File: config.mk
export PLATFORM = sky130hd
export DESIGN_NAME = ysyx_23060203_rd_arbiter
export DESIGN_NICKNAME = d
export VERILOG_FILES = /design/src/rtl/ysyx_23060203_rd_arbiter.sv
export SDC_FILE = /design/constraint.sdc
export NUM_CORES = 1
export LEC_CHECK = 0
export CORE_AREA = 3 3 184 186
export DETAILED_ROUTE_END_ITERATION = 12
export DIE_AREA = 0 0 187 189
export SLEW_MARGIN = 20
export SYNTH_ARGS = -nofsm -noshare
export SYNTH_HDL_FRONTEND = slang
export SYNTH_SLANG_ARGS = --single-unit
File: constraint.sdc
create_clock -name clock -period 3.5 [get_ports clock]
set_input_delay 0.7 -clock clock [delete_from_list [all_inputs] [get_ports clock]]
set_output_delay 0.7 -clock clock [all_outputs]
set_load 0.1 [all_outputs]
File: src/rtl/ysyx_23060203_rd_arbiter.sv
// ---------------------------------------------------------------------------
// ysyx_23060203_rd_arbiter
//
// Shares the single AXI4 memory read port between the instruction-fetch side
// (ICache refill, m0) and the load side (LSU, m1). Only one read transaction
// is outstanding at a time, and a whole burst belongs to the master that won
// the address phase. The m1 write channels pass straight through to s; the
// m0 write channels are tied off.
//
// Handshake semantics (all channels): a transfer happens on a rising clock
// edge where valid and ready are both high; valid never waits on ready, and
// the arbiter only gates ready/valid with its own state.
//
// Ports
//   clock, reset          : clock and synchronous active-high reset
//   i_m0_ar*/o_m0_arready : m0 read address channel
//   o_m0_r*/i_m0_rready   : m0 read data channel
//   o_m0_awready/wready/bvalid : m0 write tie-offs (always 0)
//   i_m1_ar*, o_m1_r* ... : m1 read channels (same shape as m0)
//   i_m1_aw*/w*/b*        : m1 write channels, passed through to s
//   o_s_*/i_s_*           : shared downstream AXI4 port
//   o_dbg_state           : current FSM state (IDLE=0 AR0=1 AR1=2 R0=3 R1=4)
//
// Parameters
//   FIXED_PRIO : 0 = round-robin on ties, 1 = m1 always wins a tie
// ---------------------------------------------------------------------------
module ysyx_23060203_rd_arbiter #(
  parameter bit FIXED_PRIO = 1'b0,
  parameter int ADDR_W     = 32,
  parameter int DATA_W     = 32,
  parameter int ID_W       = 4
) (
  input  logic                clock,
  input  logic                reset,
  // m0 read address
  input  logic                i_m0_arvalid,
  output logic                o_m0_arready,
  input  logic [ADDR_W-1:0]   i_m0_araddr,
  input  logic [ID_W-1:0]     i_m0_arid,
  input  logic [7:0]          i_m0_arlen,
  input  logic [2:0]          i_m0_arsize,
  input  logic [1:0]          i_m0_arburst,
  // m0 read data
  output logic                o_m0_rvalid,
  input  logic                i_m0_rready,
  output logic [DATA_W-1:0]   o_m0_rdata,
  output logic [1:0]          o_m0_rresp,
  output logic                o_m0_rlast,
  output logic [ID_W-1:0]     o_m0_rid,
  // m0 write tie-offs
  output logic                o_m0_awready,
  output logic                o_m0_wready,
  output logic                o_m0_bvalid,
  // m1 read address
  input  logic                i_m1_arvalid,
  output logic                o_m1_arready,
  input  logic [ADDR_W-1:0]   i_m1_araddr,
  input  logic [ID_W-1:0]     i_m1_arid,
  input  logic [7:0]          i_m1_arlen,
  input  logic [2:0]          i_m1_arsize,
  input  logic [1:0]          i_m1_arburst,
  // m1 read data
  output logic                o_m1_rvalid,
  input  logic                i_m1_rready,
  output logic [DATA_W-1:0]   o_m1_rdata,
  output logic [1:0]          o_m1_rresp,
  output logic                o_m1_rlast,
  output logic [ID_W-1:0]     o_m1_rid,
  // m1 write address
  input  logic                i_m1_awvalid,
  output logic                o_m1_awready,
  input  logic [ADDR_W-1:0]   i_m1_awaddr,
  input  logic [ID_W-1:0]     i_m1_awid,
  input  logic [7:0]          i_m1_awlen,
  input  logic [2:0]          i_m1_awsize,
  input  logic [1:0]          i_m1_awburst,
  // m1 write data
  input  logic                i_m1_wvalid,
  output logic                o_m1_wready,
  input  logic [DATA_W-1:0]   i_m1_wdata,
  input  logic [DATA_W/8-1:0] i_m1_wstrb,
  input  logic                i_m1_wlast,
  // m1 write response
  output logic                o_m1_bvalid,
  input  logic                i_m1_bready,
  output logic [1:0]          o_m1_bresp,
  output logic [ID_W-1:0]     o_m1_bid,
  // s read address
  output logic                o_s_arvalid,
  input  logic                i_s_arready,
  output logic [ADDR_W-1:0]   o_s_araddr,
  output logic [ID_W-1:0]     o_s_arid,
  output logic [7:0]          o_s_arlen,
  output logic [2:0]          o_s_arsize,
  output logic [1:0]          o_s_arburst,
  // s read data
  input  logic                i_s_rvalid,
  output logic                o_s_rready,
  input  logic [DATA_W-1:0]   i_s_rdata,
  input  logic [1:0]          i_s_rresp,
  input  logic                i_s_rlast,
  input  logic [ID_W-1:0]     i_s_rid,
  // s write address
  output logic                o_s_awvalid,
  input  logic                i_s_awready,
  output logic [ADDR_W-1:0]   o_s_awaddr,
  output logic [ID_W-1:0]     o_s_awid,
  output logic [7:0]          o_s_awlen,
  output logic [2:0]          o_s_awsize,
  output logic [1:0]          o_s_awburst,
  // s write data
  output logic                o_s_wvalid,
  input  logic                i_s_wready,
  output logic [DATA_W-1:0]   o_s_wdata,
  output logic [DATA_W/8-1:0] o_s_wstrb,
  output logic                o_s_wlast,
  // s write response
  input  logic                i_s_bvalid,
  output logic                o_s_bready,
  input  logic [1:0]          i_s_bresp,
  input  logic [ID_W-1:0]     i_s_bid,
  // debug
  output logic [2:0]          o_dbg_state
);

  typedef enum logic [2:0] {
    S_IDLE = 3'd0,
    S_AR0  = 3'd1,
    S_AR1  = 3'd2,
    S_R0   = 3'd3,
    S_R1   = 3'd4
  } state_t;

  state_t r_state;
  // 1 when m1 won the most recent address handshake; reset to 1 so that m0
  // wins the first tie after reset.
  logic   r_last_gnt;

  logic w_pick_m1;
  logic w_sel_m1;
  logic w_s_arvalid;
  logic w_s_rready;
  logic w_ar_hs;
  logic w_r_done;

  // m1 wins when it is alone, or on a tie when fixed priority is selected or
  // m0 was the last winner.
  assign w_pick_m1 = i_m1_arvalid &
                     (~i_m0_arvalid | FIXED_PRIO | ~r_last_gnt);

  assign w_sel_m1    = (r_state == S_AR1) || (r_state == S_R1);
  assign w_s_arvalid = ((r_state == S_AR0) & i_m0_arvalid) |
                       ((r_state == S_AR1) & i_m1_arvalid);
  assign w_s_rready  = ((r_state == S_R0) & i_m0_rready) |
                       ((r_state == S_R1) & i_m1_rready);
  assign w_ar_hs     = w_s_arvalid & i_s_arready;
  assign w_r_done    = i_s_rvalid & w_s_rready & i_s_rlast;

  always_ff @(posedge clock) begin
    if (reset) begin
      r_state    <= S_IDLE;
      r_last_gnt <= 1'b1;
    end else begin
      case (r_state)
        S_IDLE: begin
          if (i_m0_arvalid | i_m1_arvalid)
            r_state <= w_pick_m1 ? S_AR1 : S_AR0;
        end
        S_AR0: begin
          if (w_ar_hs) begin
            r_state    <= S_R0;
            r_last_gnt <= 1'b0;
          end
        end
        S_AR1: begin
          if (w_ar_hs) begin
            r_state    <= S_R1;
            r_last_gnt <= 1'b1;
          end
        end
        S_R0, S_R1: begin
          // Only rlast ends the burst; the beat count is not tracked.
          if (w_r_done)
            r_state <= S_IDLE;
        end
        default: r_state <= S_IDLE;
      endcase
    end
  end

  // Read address: fields follow the latched grant, so they stay stable until
  // the handshake as long as the granted master holds them.
  assign o_s_arvalid  = w_s_arvalid;
  assign o_s_araddr   = w_sel_m1 ? i_m1_araddr  : i_m0_araddr;
  assign o_s_arid     = w_sel_m1 ? i_m1_arid    : i_m0_arid;
  assign o_s_arlen    = w_sel_m1 ? i_m1_arlen   : i_m0_arlen;
  assign o_s_arsize   = w_sel_m1 ? i_m1_arsize  : i_m0_arsize;
  assign o_s_arburst  = w_sel_m1 ? i_m1_arburst : i_m0_arburst;
  assign o_m0_arready = (r_state == S_AR0) & i_s_arready;
  assign o_m1_arready = (r_state == S_AR1) & i_s_arready;

  // Read data: payload fans out to both; only the owner sees rvalid. Stray
  // beats outside R0/R1 are neither accepted nor forwarded.
  assign o_s_rready  = w_s_rready;
  assign o_m0_rvalid = (r_state == S_R0) & i_s_rvalid;
  assign o_m1_rvalid = (r_state == S_R1) & i_s_rvalid;
  assign o_m0_rdata  = i_s_rdata;
  assign o_m0_rresp  = i_s_rresp;
  assign o_m0_rlast  = i_s_rlast;
  assign o_m0_rid    = i_s_rid;
  assign o_m1_rdata  = i_s_rdata;
  assign o_m1_rresp  = i_s_rresp;
  assign o_m1_rlast  = i_s_rlast;
  assign o_m1_rid    = i_s_rid;

  // m0 never writes.
  assign o_m0_awready = 1'b0;
  assign o_m0_wready  = 1'b0;
  assign o_m0_bvalid  = 1'b0;

  // m1 write path is a straight wire to s.
  assign o_s_awvalid  = i_m1_awvalid;
  assign o_m1_awready = i_s_awready;
  assign o_s_awaddr   = i_m1_awaddr;
  assign o_s_awid     = i_m1_awid;
  assign o_s_awlen    = i_m1_awlen;
  assign o_s_awsize   = i_m1_awsize;
  assign o_s_awburst  = i_m1_awburst;
  assign o_s_wvalid   = i_m1_wvalid;
  assign o_m1_wready  = i_s_wready;
  assign o_s_wdata    = i_m1_wdata;
  assign o_s_wstrb    = i_m1_wstrb;
  assign o_s_wlast    = i_m1_wlast;
  assign o_m1_bvalid  = i_s_bvalid;
  assign o_s_bready   = i_m1_bready;
  assign o_m1_bresp   = i_s_bresp;
  assign o_m1_bid     = i_s_bid;

  assign o_dbg_state = r_state;

endmodule

==> run_results.csv, run 1 <==
group,metric,value,unit
logic_synthesis,synth_cell_types,35,
logic_synthesis,yosysWarnings,0,
cts,ctsResizeCount,0,
flow_run,max-cap-violations,0,
floorplanning,fp.dieH,189,um
floorplanning,pin_count,480,
worst_hold_path,hp-class,"reg -> reg",
logic_synthesis,async_reset_ff_share,0,%
logic_synthesis,ys_seq_elements,4,
global_route,gr-total-overflow,0,
setup_path,reg2reg_from,"o_dbg_state[1]$_SDFFE_PP0P_",
cts,h-tree-depth,1,
cts,clkTransAtPathRegs,0.03,ns
setup_path,reg2reg_depth,3,
setup_path,ff2ff_setup_slack,1.98,ns
placed_design,place_hpwl,9610,um
sta,tns,0,ns
cells_and_area,drive_gt1_share,44.5,%
cts,clk_latency,0.22,ns
cts,clk_path_buf_depth,2,
logic_synthesis,synth_top_area_share,58.9,%
cells_and_area,syn_to_final_growth,33.0,%
cts,cts_root_buf,"clkbuf_16",
power_and_ir_drop,ir_worst_vdd,0.402,mV
logic_synthesis,synth_area_per_cell,8.42,sq um
placed_design,dp.cells,702,
routing,drt_iter0_drc,39,
routing,avgViaCountPerCell,2.46,
setup_path,cpPeakStageDelay,0.49,ns
cells_and_area,stdcell_count,705,
cells_and_area,n_fill_cell,3772,
sta,hold_viol,0,
worst_hold_path,hold_end,"r_last_gnt$_SDFFE_PP1P_",
sta,setup_viol,0,
worst_hold_path,holdPathStages,2,
floorplanning,initial_core_util,7.18,%
power_and_ir_drop,powerDensity,618,nW/um^2
cells_and_area,fin_util,9.55,%
global_route,grt_pass1_vias,1873,
cts,numCtsBuffers,3,
cells_and_area,fin_area,3100,sq um
sta,slew_headroom,63.2,%
worst_hold_path,worstHoldStart,"r_last_gnt$_SDFFE_PP1P_",
sta,tightestPinTransition,0.538,ns
setup_path,crit_required,2.80,ns
setup_path,crit_slowest_cell,"dfxtp_1",
routing,dr.pass1.iters,4,
setup_path,worstPathArrival,2.13,ns
routing,wl_per_cell,15.4,um
power_and_ir_drop,p_total,1.92,mW
setup_path,critPathMaxFanout,49,
sta,clock_skew,0.00274,ns
sta,post-route-worst-setup-slack,0.671,ns
sta,period_needed,2.83,ns
placed_design,dpl_cell_area,3030,sq um
sta,post-route-period-util,80.8,%
sta,fmax,354,MHz
floorplanning,dieArea,35300,sq um
setup_path,setup.worst_path.end_class,"output port",
setup_path,cp-start-kind,"flip-flop",
global_route,grt_pass1_wl,14100,um
placed_design,portBuffers,166,
logic_synthesis,ys_top_cells_by_count,"buf_4, mux2_2, mux2_4",
sta,whs,0.528,ns
cts,clock-sinks,4,
power_and_ir_drop,p_leak,1.10,nW
global_route,grt_max_degree,50,
global_route,grt_util_all_layers,5.62,%
sta,rsz0062_at_grt,"no",
cells_and_area,fin_nets,508,
sta,slew_viol_final,0,
cts,cts_hold_repair.buffers,0,
cts,cts_setup_buffers,0,
placed_design,dp_slack,0.873,ns
cts,cts_tree,"built",
floorplanning,core_region_area,32500,sq um
routing,vias,1736,
logic_synthesis,yosysSeqAreaShare,3.44,%
logic_synthesis,synth.most_common_cell,"buf_4",
logic_synthesis,yosys.area.top_type,"buf_4",
cells_and_area,diodes,0,
logic_synthesis,synthCells,277,
routing,post-route-drc-count,0,
logic_synthesis,ys_top_cells_by_area,"buf_4, mux2_2, mux2_4",
floorplanning,row_count,66,
floorplanning,die_w,187,um
setup_path,r2r-end,"o_dbg_state[0]$_SDFFE_PP0P_",
setup_path,worstPathCellList,"nand2b_1 -> a21oi_4 -> buf_12 -> mux2_2 -> buf_4",
global_route,antenna_found_initial,0,
outcome,outcome,"completed",
routing,wirelength,10900,um
logic_synthesis,synth_area,2330,sq um
logic_synthesis,ys.flop_type,"dfxtp_1",
logic_synthesis,synth_edf_count,0,
placed_design,gp_routability_congestion,0.707,
routing,drtAntennaViolNets,0,
setup_path,critical_path_class,"reg -> out",
[final cells by class]
class / instances / area, sq um / share of cell area [%]
timing repair buffer: 167 / 1530 / 49.4
multi-input combinational: 86 / 850 / 27.4
tap: 442 / 553 / 17.8
sequential: 4 / 80.1 / 2.58
clock buffer: 3 / 75.1 / 2.42
inverter: 3 / 11.3 / 0.363
[registers in the layout (all words and copies together) (netlist names)]
| name | count |
|---|---|
| r_last_gnt | 1 |
| o_dbg_state | 3 |
[cells in the final DEF (no fill, tap or decap)]
| cell type | instances |
|---|---|
| a2111oi_0 | 2 |
| a21bo_2 | 1 |
| a21boi_0 | 1 |
| a21boi_1 | 1 |
| a21oi_2 | 1 |
| a21oi_4 | 1 |
| a31o_2 | 1 |
| a31oi_1 | 1 |
| a32o_1 | 1 |
| and2_1 | 3 |
| and3_1 | 2 |
| buf_12 | 1 |
| buf_4 | 60 |
| clkbuf_16 | 3 |
| clkdlybuf4s50_1 | 106 |
| conb_1 | 3 |
| dfxtp_1 | 4 |
| inv_1 | 3 |
| mux2_2 | 39 |
| mux2_4 | 10 |
| mux2i_1 | 1 |
| nand2_1 | 1 |
| nand2b_1 | 3 |
| nand3b_1 | 3 |
| nand4_1 | 1 |
| nor2_1 | 1 |
| nor2b_1 | 1 |
| nor3_1 | 1 |
| nor3b_1 | 1 |
| o211ai_1 | 1 |
| o21a_1 | 1 |
| o21ai_0 | 1 |
| o221ai_1 | 1 |
| o22ai_1 | 1 |
| or3_1 | 1 |
[how the worst max path moves through the flow]
| stage | start | endpoint | slack, ns | depth (start not counted) |
|---|---|---|---|---|
| finish | o_dbg_state[2]$_SDFFE_PP0P_ | o_s_araddr[17] | 0.67 | 5 |
| detailed placement | o_dbg_state[1]$_SDFFE_PP0P_ | o_s_araddr[17] | 0.87 | 5 |
| CTS | o_dbg_state[1]$_SDFFE_PP0P_ | o_s_araddr[17] | 0.62 | 5 |
| floorplan | o_dbg_state[0]$_SDFFE_PP0P_ | o_s_rready | 0.46 | 3 |
| global route | o_dbg_state[2]$_SDFFE_PP0P_ | o_s_araddr[17] | 0.54 | 5 |
| global placement | o_dbg_state[1]$_SDFFE_PP0P_ | o_s_araddr[17] | 0.91 | 5 |
[where the power goes]
group | leakage [nW] | total, mW | switching (mW) | internal, mW
registers | 0.0329 | 0.0776 | 0.0234 | 0.0542
logic | 1.03 | 1.66 | 1.21 | 0.458
clock network | 0.0370 | 0.174 | 0.0284 | 0.146
[metal layers]
metal  global-route usage [%]  part of all wire (%)  vias up
met1                     3.96                    24      703
met3                     6.37                    26       53
met5                     1.24                     0        -
met2                     8.81                    45      278
li1                         -                     -      702
met4                     3.14                   4.9        0
[critical path: cells and delay by family, from the launching register on]
kind / cells / cell delay (ns)
mux: 1 / 0.42
flops: 1 / 0.49
simple gates: 1 / 0.19
compound gates: 1 / 0.20
buf+inv: 2 / 0.54
[logic make-up (layout without fill, tap and decap cells)]
kind of cell	after synthesis	in the layout	synth area share [%]
DFF	4	4	3.44
buffers and inverters	189	173	60.9
other	1	3	0.161
muxes	50	50	25.7
and+or+nand+nor	18	18	4.78
AOI/OAI and AO/OA	15	15	4.99
Note: power is estimated with default switching activity, not from simulation.
==> run 2: changes to the inputs <==
CORE_AREA = 3 3 187 189   (was 3 3 184 186)
DIE_AREA = 0 0 190 192   (was 0 0 187 189)
clock period = 2.52 ns   (was 3.5 ns; I/O delays follow)
==> run_results.csv, run 2 (synthesis gave the netlist of run 1 again) <==
group,metric,value,unit
outcome,outcome,"completed",
cells_and_area,final_common_cell,"clkdlybuf4s50_1",
cells_and_area,regArea,83.8,sq um
floorplanning,core_region_area,33400,sq um
routing,drt_iter0_drc,30,
cts,cts_root_buf,"clkbuf_16",
placed_design,portBuffers,166,
cells_and_area,fin_nets,512,
setup_path,critical_path_class,"reg -> out",
sta,post-route-worst-setup-slack,0.111,ns
placed_design,gp_routability_congestion,0.692,
cts,cts_tree,"built",
sta,whs,0.525,ns
cts,clock-sinks,4,
global_route,gr-total-overflow,0,
sta,setup_viol,0,
cts,numCtsBuffers,3,
setup_path,worstPathArrival,1.90,ns
sta,hold_viol,0,
cts,clk_latency,0.23,ns
placed_design,place_hpwl,9610,um
sta,clock_skew,0.00345,ns
floorplanning,die_w,190,um
routing,vias,1822,
floorplanning,pin_count,480,
sta,post-route-period-util,95.6,%
power_and_ir_drop,comb_power_share,89.1,%
power_and_ir_drop,pwr-share-clk,7.5,%
routing,post-route-drc-count,0,
global_route,grt_pass1_vias,2002,
sta,fmax,415,MHz
placed_design,dpl_cell_area,3760,sq um
cells_and_area,final_cell_mix,"clkdlybuf4s50_1, buf_12, mux2_2",
cts,h-tree-depth,1,
power_and_ir_drop,p_total,3.34,mW
floorplanning,initial_core_util,6.97,%
power_and_ir_drop,powerDensity,848,nW/um^2
power_and_ir_drop,p_seq_share,3.4,%
setup_path,cp-start-kind,"flip-flop",
cells_and_area,drive_gt1_share,47.9,%
placed_design,dp_slack,0.235,ns
floorplanning,row_count,67,
cells_and_area,diodes,0,
floorplanning,dieArea,36500,sq um
cells_and_area,stdcell_count,715,
flow_run,max-cap-violations,0,
setup_path,ff2ff_setup_slack,1.21,ns
global_route,grt_max_degree,50,
floorplanning,fp.dieH,192,um
cells_and_area,fin_area,3940,sq um
placed_design,dp.cells,708,
sta,tns,0,ns
power_and_ir_drop,switching_share,56.7,%
routing,drtAntennaViolNets,0,
cells_and_area,largest_register_ffs,3,
power_and_ir_drop,power_switching,1.89,mW
cts,clkTransAtPathRegs,0.03,ns
cells_and_area,syn_to_final_growth,68.9,%
global_route,grt_util_all_layers,5.54,%
sta,slew_viol_final,0,
cells_and_area,n_fill_cell,3792,
routing,wl_per_cell,16.5,um
global_route,antenna_found_initial,0,
routing,wirelength,11800,um
cts,clk_path_buf_depth,2,
power_and_ir_drop,internal-power,1.44,mW
power_and_ir_drop,p_leak,1.41,nW
global_route,grt_pass1_wl,14400,um
power_and_ir_drop,ir_worst_vdd,0.417,mV
sta,period_needed,2.41,ns
routing,avgViaCountPerCell,2.55,
cells_and_area,multi_input_area,870,sq um
setup_path,setup.worst_path.end_class,"output port",
setup_path,crit_required,2.02,ns
cells_and_area,fin_util,11.8,%
sta,rsz0062_at_grt,"no",
worst_hold_path,hp-class,"reg -> reg",
routing,dr.pass1.iters,4,
setup_path,critPathMaxFanout,14,
cts,cts_hold_repair.buffers,0,
==> run 2: cell count changes in the layout (fill, tap and decap cells not counted), moves of 3 or more <==
cell,delta
dfxtp_2,+3
buf_4,-57
dfxtp_1,-3
buf_12,+57
==> run 2: critical path, stage by stage, from the launching register on <==
cell	delay [ns]
dfxtp_2	0.38
nand2b_1	0.23
a21oi_4	0.17
buf_12	0.15
clkbuf_16	0.18
mux2_2	0.38
buf_12	0.18
==> run 2: timing repair <==
item / in CTS / in global routing
hold endpoints to repair: 0 / 0
setup buffers: 0 / 1
gates resized for setup: 2 / 6
pin swaps: 0 / 1
cloned: 0 / 3
endpoints found under the setup margin: 2 / 48
==> run 2: final timing paths <==
| check | start | end | depth (start not counted) |
|---|---|---|---|
| setup / recovery | o_dbg_state[1]$_SDFFE_PP0P_ | o_s_araddr[1] | 6 |
| hold / removal | r_last_gnt$_SDFFE_PP1P_ | r_last_gnt$_SDFFE_PP1P_ | 2 |
| setup reg to reg | o_dbg_state[0]$_SDFFE_PP0P_ | o_dbg_state[1]$_SDFFE_PP0P_ | 3 |
| hold reg to reg | r_last_gnt$_SDFFE_PP1P_ | r_last_gnt$_SDFFE_PP1P_ | 2 |
==> run 2: layout make-up <==
type / instances / share of cell area, %
sequential: 4 / 2.13
clock buffer: 3 / 1.91
inverter: 3 / 0.286
timing repair buffer: 171 / 59.4
tap: 448 / 14.2
multi-input combinational: 86 / 22.1
==> run 2: metal layers <==
metal	track usage [%]	share of wire, %
met5	0.962	0.37
met1	3.78	23
met4	4.18	7.1
met2	8.58	45
met3	5.95	24
==> run 2: power by group through the flow <==
| stage | Clock, mW | Sequential (mW) | Combinational (mW) |
|---|---|---|---|
| 3_5_place_dp | 0 | 0.111 | 2.88 |
| 2_1_floorplan | 0 | 0.162 | 3.09 |
| 6_report | 0.251 | 0.113 | 2.97 |
| 4_1_cts | 0.258 | 0.112 | 2.89 |
| 3_3_place_gp | 0 | 0.109 | 2.87 |
| 5_1_grt | 0.264 | 0.117 | 3.08 |
